===== config.mk =====
export PLATFORM = sky130hd
export DESIGN_NAME = snoop_arb
export DESIGN_NICKNAME = d
export VERILOG_FILES = /design/src/rtl/snoop_arb.sv
export SDC_FILE = /design/constraint.sdc
export NUM_CORES = 1
export LEC_CHECK = 0
export BUFFER_PORTS_ARGS = -buffer_cell sky130_fd_sc_hd__buf_2
export CORE_AREA = 2 2 70 72
export DETAILED_ROUTE_END_ITERATION = 10
export DIE_AREA = 0 0 72 74
export PLACE_DENSITY = 0.68
export SLEW_MARGIN = 20
export SYNTH_ARGS = -nofsm -noshare
export SYNTH_HDL_FRONTEND = slang
export SYNTH_SLANG_ARGS = --single-unit
export TNS_END_PERCENT = 5

===== constraint.sdc =====
create_clock -name clk -period 3.4 [get_ports clk]
set_input_delay 0.34 -clock clk [delete_from_list [all_inputs] [get_ports clk]]
set_output_delay 0.34 -clock clk [all_outputs]
set_load 0.05 [all_outputs]

===== src/rtl/snoop_arb.sv =====
// Snooper-to-core arbiter: round-robin grant of the snooper's write stream to one ready core.
// Optional statistics counters are built when SNOOP_ARB_STATS_EN is defined.
module snoop_arb #(
  parameter int N                 = 4,
  parameter int SN_FWD_ADDR_WIDTH = 8,
  parameter int SN_FWD_DATA_WIDTH = 64,
  parameter int INC_WIDTH         = 8
) (
  input  logic                         clk,
  input  logic                         rst,
  input  logic [SN_FWD_ADDR_WIDTH-1:0] addr,
  input  logic [SN_FWD_DATA_WIDTH-1:0] wr_data,
  input  logic                         wr_en,
  input  logic [INC_WIDTH-1:0]         byte_inc,
  input  logic                         done,
  output logic                         rdy,
  input  logic                         ack,
  output logic [SN_FWD_ADDR_WIDTH-1:0] sn_addr,
  output logic [SN_FWD_DATA_WIDTH-1:0] sn_wr_data,
  output logic [INC_WIDTH-1:0]         sn_byte_inc,
  output logic [N-1:0]                 sn_wr_en,
  output logic [N-1:0]                 sn_done,
  input  logic [N-1:0]                 rdy_for_sn,
  output logic [N-1:0]                 rdy_for_sn_ack
`ifdef SNOOP_ARB_STATS_EN
  ,
  output logic [31:0]                  grant_cnt,
  output logic [15:0]                  drop_cnt
`endif
);

  localparam int SEL_W = (N > 1) ? $clog2(N) : 1;

  typedef enum logic {IDLE, BUSY} state_t;

  state_t             state;
  logic [SEL_W-1:0]   sel;
  logic [SEL_W-1:0]   last;
  logic [SEL_W-1:0]   cand;
  logic [SEL_W-1:0]   hi_idx;
  logic [SEL_W-1:0]   lo_idx;
  logic               hi_found;
  logic               sel_vld;
  logic               grant;

  // Handshake: rdy is a pure OR of core readiness; a grant happens in any
  // cycle where rdy && ack, and the chosen core sees its ack bit that cycle.
  assign rdy     = |rdy_for_sn;
  assign grant   = rdy && ack;
  assign sel_vld = (state == BUSY);

  assign sn_addr     = addr;
  assign sn_wr_data  = wr_data;
  assign sn_byte_inc = byte_inc;

  // Round-robin: lowest ready index above last, else lowest ready index overall.
  always_comb begin
    hi_found = 1'b0;
    hi_idx   = '0;
    lo_idx   = '0;
    for (int i = N - 1; i >= 0; i--) begin
      if (rdy_for_sn[i]) begin
        if (i > int'(last)) begin
          hi_found = 1'b1;
          hi_idx   = SEL_W'(i);
        end else begin
          lo_idx = SEL_W'(i);
        end
      end
    end
    cand = hi_found ? hi_idx : lo_idx;
  end

  // Ack is masked by reset so every per-core output is quiet while rst is low.
  always_comb begin
    rdy_for_sn_ack = '0;
    sn_wr_en       = '0;
    sn_done        = '0;
    for (int i = 0; i < N; i++) begin
      rdy_for_sn_ack[i] = rst && grant && (cand == SEL_W'(i));
      sn_wr_en[i]       = wr_en && sel_vld && (sel == SEL_W'(i));
      sn_done[i]        = done && sel_vld && (sel == SEL_W'(i));
    end
  end

  always_ff @(posedge clk or negedge rst) begin
    if (!rst) begin
      state <= IDLE;
      sel   <= '0;
      last  <= SEL_W'(N - 1);
    end else begin
      case (state)
        IDLE: begin
          if (grant) begin
            state <= BUSY;
            sel   <= cand;
            last  <= cand;
          end
        end
        BUSY: begin
          // A new grant outranks a simultaneous done; done still reaches the old core.
          if (grant) begin
            sel  <= cand;
            last <= cand;
          end else if (done) begin
            state <= IDLE;
          end
        end
        default: state <= IDLE;
      endcase
    end
  end

`ifdef SNOOP_ARB_STATS_EN
  always_ff @(posedge clk or negedge rst) begin
    if (!rst) begin
      grant_cnt <= '0;
      drop_cnt  <= '0;
    end else begin
      if (grant && (grant_cnt != '1)) grant_cnt <= grant_cnt + 32'd1;
      if (wr_en && !sel_vld && (drop_cnt != '1)) drop_cnt <= drop_cnt + 16'd1;
    end
  end
`endif

endmodule


* After elaboration in Yosys (flattened, before gate mapping)
Index checks and enable logic that the tools add are counted.
** Cells by class
- $lt $le $gt $ge :: 3
- Equal/unequal tests :: 6
- Mux-type cells :: 25
- Bitwise operators :: 1
- Reductions and logical operators :: 19
** Operators by type and width (count)
- $mux 2 :: 15
- $logic_and 1x1->1 :: 16
- $mux 1 :: 9
- $eq 2x2->1 const B :: 4
- $eq 2x1->1 const B :: 2
- $gt 2x2->1 const A :: 2
- $logic_not 2->1 :: 2
- $reduce_or 4->1 :: 1
- $gt 1x2->1 const A :: 1
- $pmux 1 s2 :: 1
- $not 1->1 :: 1
** Storage, ports and cells
- Register bits :: 5
- Bits of input ports :: 89
- Output and inout port bits :: 93
- Logic and storage cells :: 57

* Longest topological paths before layout
- Depth after elaboration :: 11
- Gate-level depth with buffers :: 4
- Depth with buffers taken out :: 4

* Worst setup path after synthesis
OpenSTA, ideal clock, no wires.
- Path type :: flip-flop to output port
- From :: reg last[1]
- To :: out rdy_for_sn_ack[2]
- Arrival :: 1.871 ns
- Data required time :: 3.060 ns
- Setup slack :: 1.189 ns
- Cell stages (with the launch flop) :: 5
- Path buffers :: 0
- Path through :: dfstp_2 nor3b_1 a211o_1 or3_4 nor2_1
** Between the ends
- Longest elaborated chain between the ends :: 11
- Elaborated cells on any way between the ends :: 25
- Classes of those cells :: 3 x order compare; 1 x eq/ne; 20 x mux; 1 x reduce/logical
** RTL lines
- from (decl) :: RTL line 38 : logic [SEL_W-1:0] last;
- from (signal assigned) :: RTL line 90 : last <= SEL_W'(N - 1);
- from (signal assigned) :: RTL line 97 : last <= cand;
- from (signal assigned) :: RTL line 104 : last <= cand;
- $gt 2x2->1 :: RTL line 63 : if (i > int'(last)) begin
- $mux 2 :: RTL line 63
- $mux 2 :: RTL line 62 : if (rdy_for_sn[i]) begin
- $mux 2 :: RTL line 63
- $mux 2 :: RTL line 62
- $mux 2 :: RTL line 63
- $mux 2 (2 in series) :: RTL line 62
- $mux 2 (*) :: RTL line 71 : cand = hi_found ? hi_idx : lo_idx;
- $eq 2x2->1 (*) :: RTL line 80 : rdy_for_sn_ack[i] = rst && grant && (cand == SEL_W'(i));
- $logic_and 1x1->1 (*) :: RTL line 80
- to (decl) :: RTL line 24 : output logic [N-1:0] rdy_for_sn_ack
Mark *: on every way between the ends. The rest lies on a longest branch, timed or not.

* Worst setup path in the final report
- From :: in rst
- To :: out rdy_for_sn_ack[3]
** Between the ends
- Longest elaborated chain between the ends :: 2
** RTL lines
- from (decl) :: RTL line 10 : input logic rst,
- $logic_and 1x1->1 (2 in series) :: RTL line 80
Every way passes these cells.

==> flow_metrics.tcl <==
set metrics [dict create \
    post-route-util 0.1287 \
    finalHoldViolCount 0 \
    max_stage_delay_ns 0.51 \
    cap_violations 0 \
    clock-skew-final_ns 0.0008060 \
    endpoint "rdy_for_sn_ack[3]" \
    start_kind "input port" \
    numPortBuffers 21 \
    start_util 0.2098 \
    cts_buffers 3 \
    cp_num_cells 6 \
    fin_crit_sh 0.6468 \
    synth-seq-cells 5 \
    worst-path-max-fanout 7 \
    clk_pin_slew_ns 0.03 \
    routed_wl_um 1928 \
    crit_family "buffers and inverters" \
    gr-total-overflow 0 \
    hp-class "in -> reg" \
    grt_usage 0.06172 \
    first_pass_iters 4 \
    setup_tns_ns 0 \
    grt_pass1_vias 416 \
    final_nets 160 \
    worstMarginPinSlew_ns 0.2655 \
    core-area_mm2 0.004598 \
    worst_slack_ns 1.201 \
    synth_cells 124 \
    drv_slew 0 \
    post_cts_resized 0 \
    ff2ff_path_depth 4 \
    drc_errors 0 \
    swShare 0.3925 \
    status "completed" \
    critical_path.slowest_cell "dlygate4sd3_1" \
    p_seq_frac 0.284 \
    max_slew_margin 0.8226 \
    clock_tree.buffer_depth 2 \
    p_per_area_mw_per_mm2 572.4 \
    gp_congestion 0.6303 \
    ys_types 23 \
    drive_above_1_share 0.4714 \
    die_h_um 74 \
    cts-root-buf "clkbuf_8" \
    r2r_start "last[0]$_DFFE_PN1P_" \
    hpwl_um 1689 \
    crit_start "rst" \
    post-place-ws_ns 1.362 \
    syn_area_per_cell_um2 7.780 \
    die_x_um 72 \
    async_flop_share 1.000 \
    antenna_found_initial 0 \
    synth_nets 213 \
    arrival_ns 1.86 \
    rsz0062_at_grt "no" \
    design.die.area_mm2 0.005328 \
    yosysSeqAreaShare 0.1323 \
    peakVddDrop_mv 0.06805 \
    period_needed_ns 2.199 \
    ant_nets 0 \
    grt_max_degree 8 \
    insertedDiodeCount 0 \
    setup_viol 0 \
    fill_cells 514 \
    grt_pass1_wl_um 2311 \
    p_switching_mw 0.1330 \
    fmaxAchievable_mhz 454.7 \
    drtIter0Drc 1 \
    worstSetupPathType "in -> out" \
    worstPathCellList "dlygate4sd3_1, buf_2, inv_1, or3_4, nor2b_2, buf_2" \
    clock-sinks 5 \
    endpoint_kind "output pin" \
    vias 487 \
    synth_flop_cell "dfrtp_1" \
    internal_power_mw 0.2058 \
    ctsHtreeMaxLevel 1 \
    yosysWarnings 0 \
    crit_path_frequent_cell "buf_2" \
    path_buf_inv 4 \
    syn_area_um2 964.7 \
    wl_per_cell_um 15.55 \
    clock_power_share 0.317 \
    post-cts-setup-buffers 0 \
    viasPerCell 3.927 \
    rrSetupSlack_ns 1.94 \
    leakagePower_nw 0.2977 \
    rows 25 \
    reg2reg_to "sel[0]$_DFFE_PN0P_" \
    comb_power_share 0.399 \
    syn_to_final_growth_pct -38.65 \
    pin_count 182 \
    clock_latency_ns 0.22 \
    synth_edf_count 0 \
    cts_tree "done" \
    crit_required_ns 3.06 \
]
## logic make-up (layout without fill, tap and decap cells)
kind of cell,after synthesis,count (layout),share of synthesized area
buffers and inverters,82,28,0.6304
AOI/OAI and AO/OA,8,8,0.06225
DFF,5,5,0.1323
muxes,2,2,0.02334
and+or+nand+nor,27,27,0.1518
## cell usage after synthesis, types with 2 or more instances
library cell,number,share of area
nor2_1,10,0.039
a211o_1,2,0.018
mux2_2,2,0.023
nor3_1,2,0.010
dfstp_2,2,0.054
nand2b_1,3,0.019
inv_1,2,0.0078
dfrtp_1,3,0.078
a21o_1,2,0.016
buf_4,80,0.62
nand2_1,4,0.016
## flip-flops by register name, indices dropped and copies added (netlist names)
name and count:
sel 2, last 2, sel_vld 1
## how the worst min path moves through the flow
| stage | start | endpoint | slack (ns) | cells after the start |
|---|---|---|---|---|
| 3_3_place_gp | rst | sel_vld$_DFF_PN0_ | 0.17 | 1 |
| 2_1_floorplan | rst | sel[0]$_DFFE_PN0P_ | 0.04 | 0 |
| 6_report | done | sel_vld$_DFF_PN0_ | 0.31 | 2 |
| 4_1_cts | done | sel_vld$_DFF_PN0_ | 0.32 | 2 |
| 3_5_place_dp | rst | sel_vld$_DFF_PN0_ | 0.18 | 1 |
| 5_1_grt | done | sel_vld$_DFF_PN0_ | 0.32 | 2 |
## placed cells by master (no fill, tap or decap), types with 2 or more instances in the layout
cell type  Yosys  layout
nand2b_1       3       3
a21o_1         2       2
dfstp_2        2       2
clkbuf_8       0       3
dfrtp_1        3       3
nor3_1         2       2
inv_1          2       2
nor2_1        10      10
nand2_1        4       4
buf_2          0      21
mux2_2         2       2
a211o_1        2       2
## per-layer routing
metal	share of wire	global-route usage	routed length, um	vias up
li1	-	-	-	206
met2	0.51	0.09671	974	52
met5	0	0	0	-
met4	0.088	0.08595	170	0
met3	0.19	0.04607	360	24
met1	0.22	0.03931	423	205
## cell type report
cell class              instances  area (um2)  share of cell area
clock buffers                   4       45.04             0.07611
inverters                       2       7.507             0.01268
multi-input cells              37       229.0              0.3869
flip-flops and latches          5       127.6              0.2156
well taps                      54       67.56              0.1142
repair buffers                 22       115.1              0.1945
## repair_timing
action | 4_1_cts | 5_1_grt
endpoints found under the hold margin | 3 | 0
hold buffers | 1 | 0
setup endpoints to repair | 0 | 0
## power groups by stage
stage | sequential (mW) | combinational [mW] | clock, mW
floorplan | 0.0915 | 0.360 | 0
finish | 0.0961 | 0.135 | 0.107
detailed placement | 0.0988 | 0.135 | 0
global placement | 0.0981 | 0.134 | 0
CTS | 0.0979 | 0.137 | 0.111
global route | 0.0996 | 0.146 | 0.114
## per-stage QoR
| step | power, mW | area (um2) | instances | hold WS (ns) |
|---|---|---|---|---|
| global route | 0.3598 | 591.8 | 124 | 0.3230 |
| global placement | 0.2318 | 536.8 | 119 | 0.1710 |
| floorplan | 0.4520 | 964.7 | 124 | 0.04441 |
| CTS | 0.3453 | 591.8 | 124 | 0.3181 |
| finish | 0.3388 | 591.8 | 124 | 0.3134 |
| detailed placement | 0.2338 | 536.8 | 119 | 0.1767 |
(Power assumes the default switching activity.)
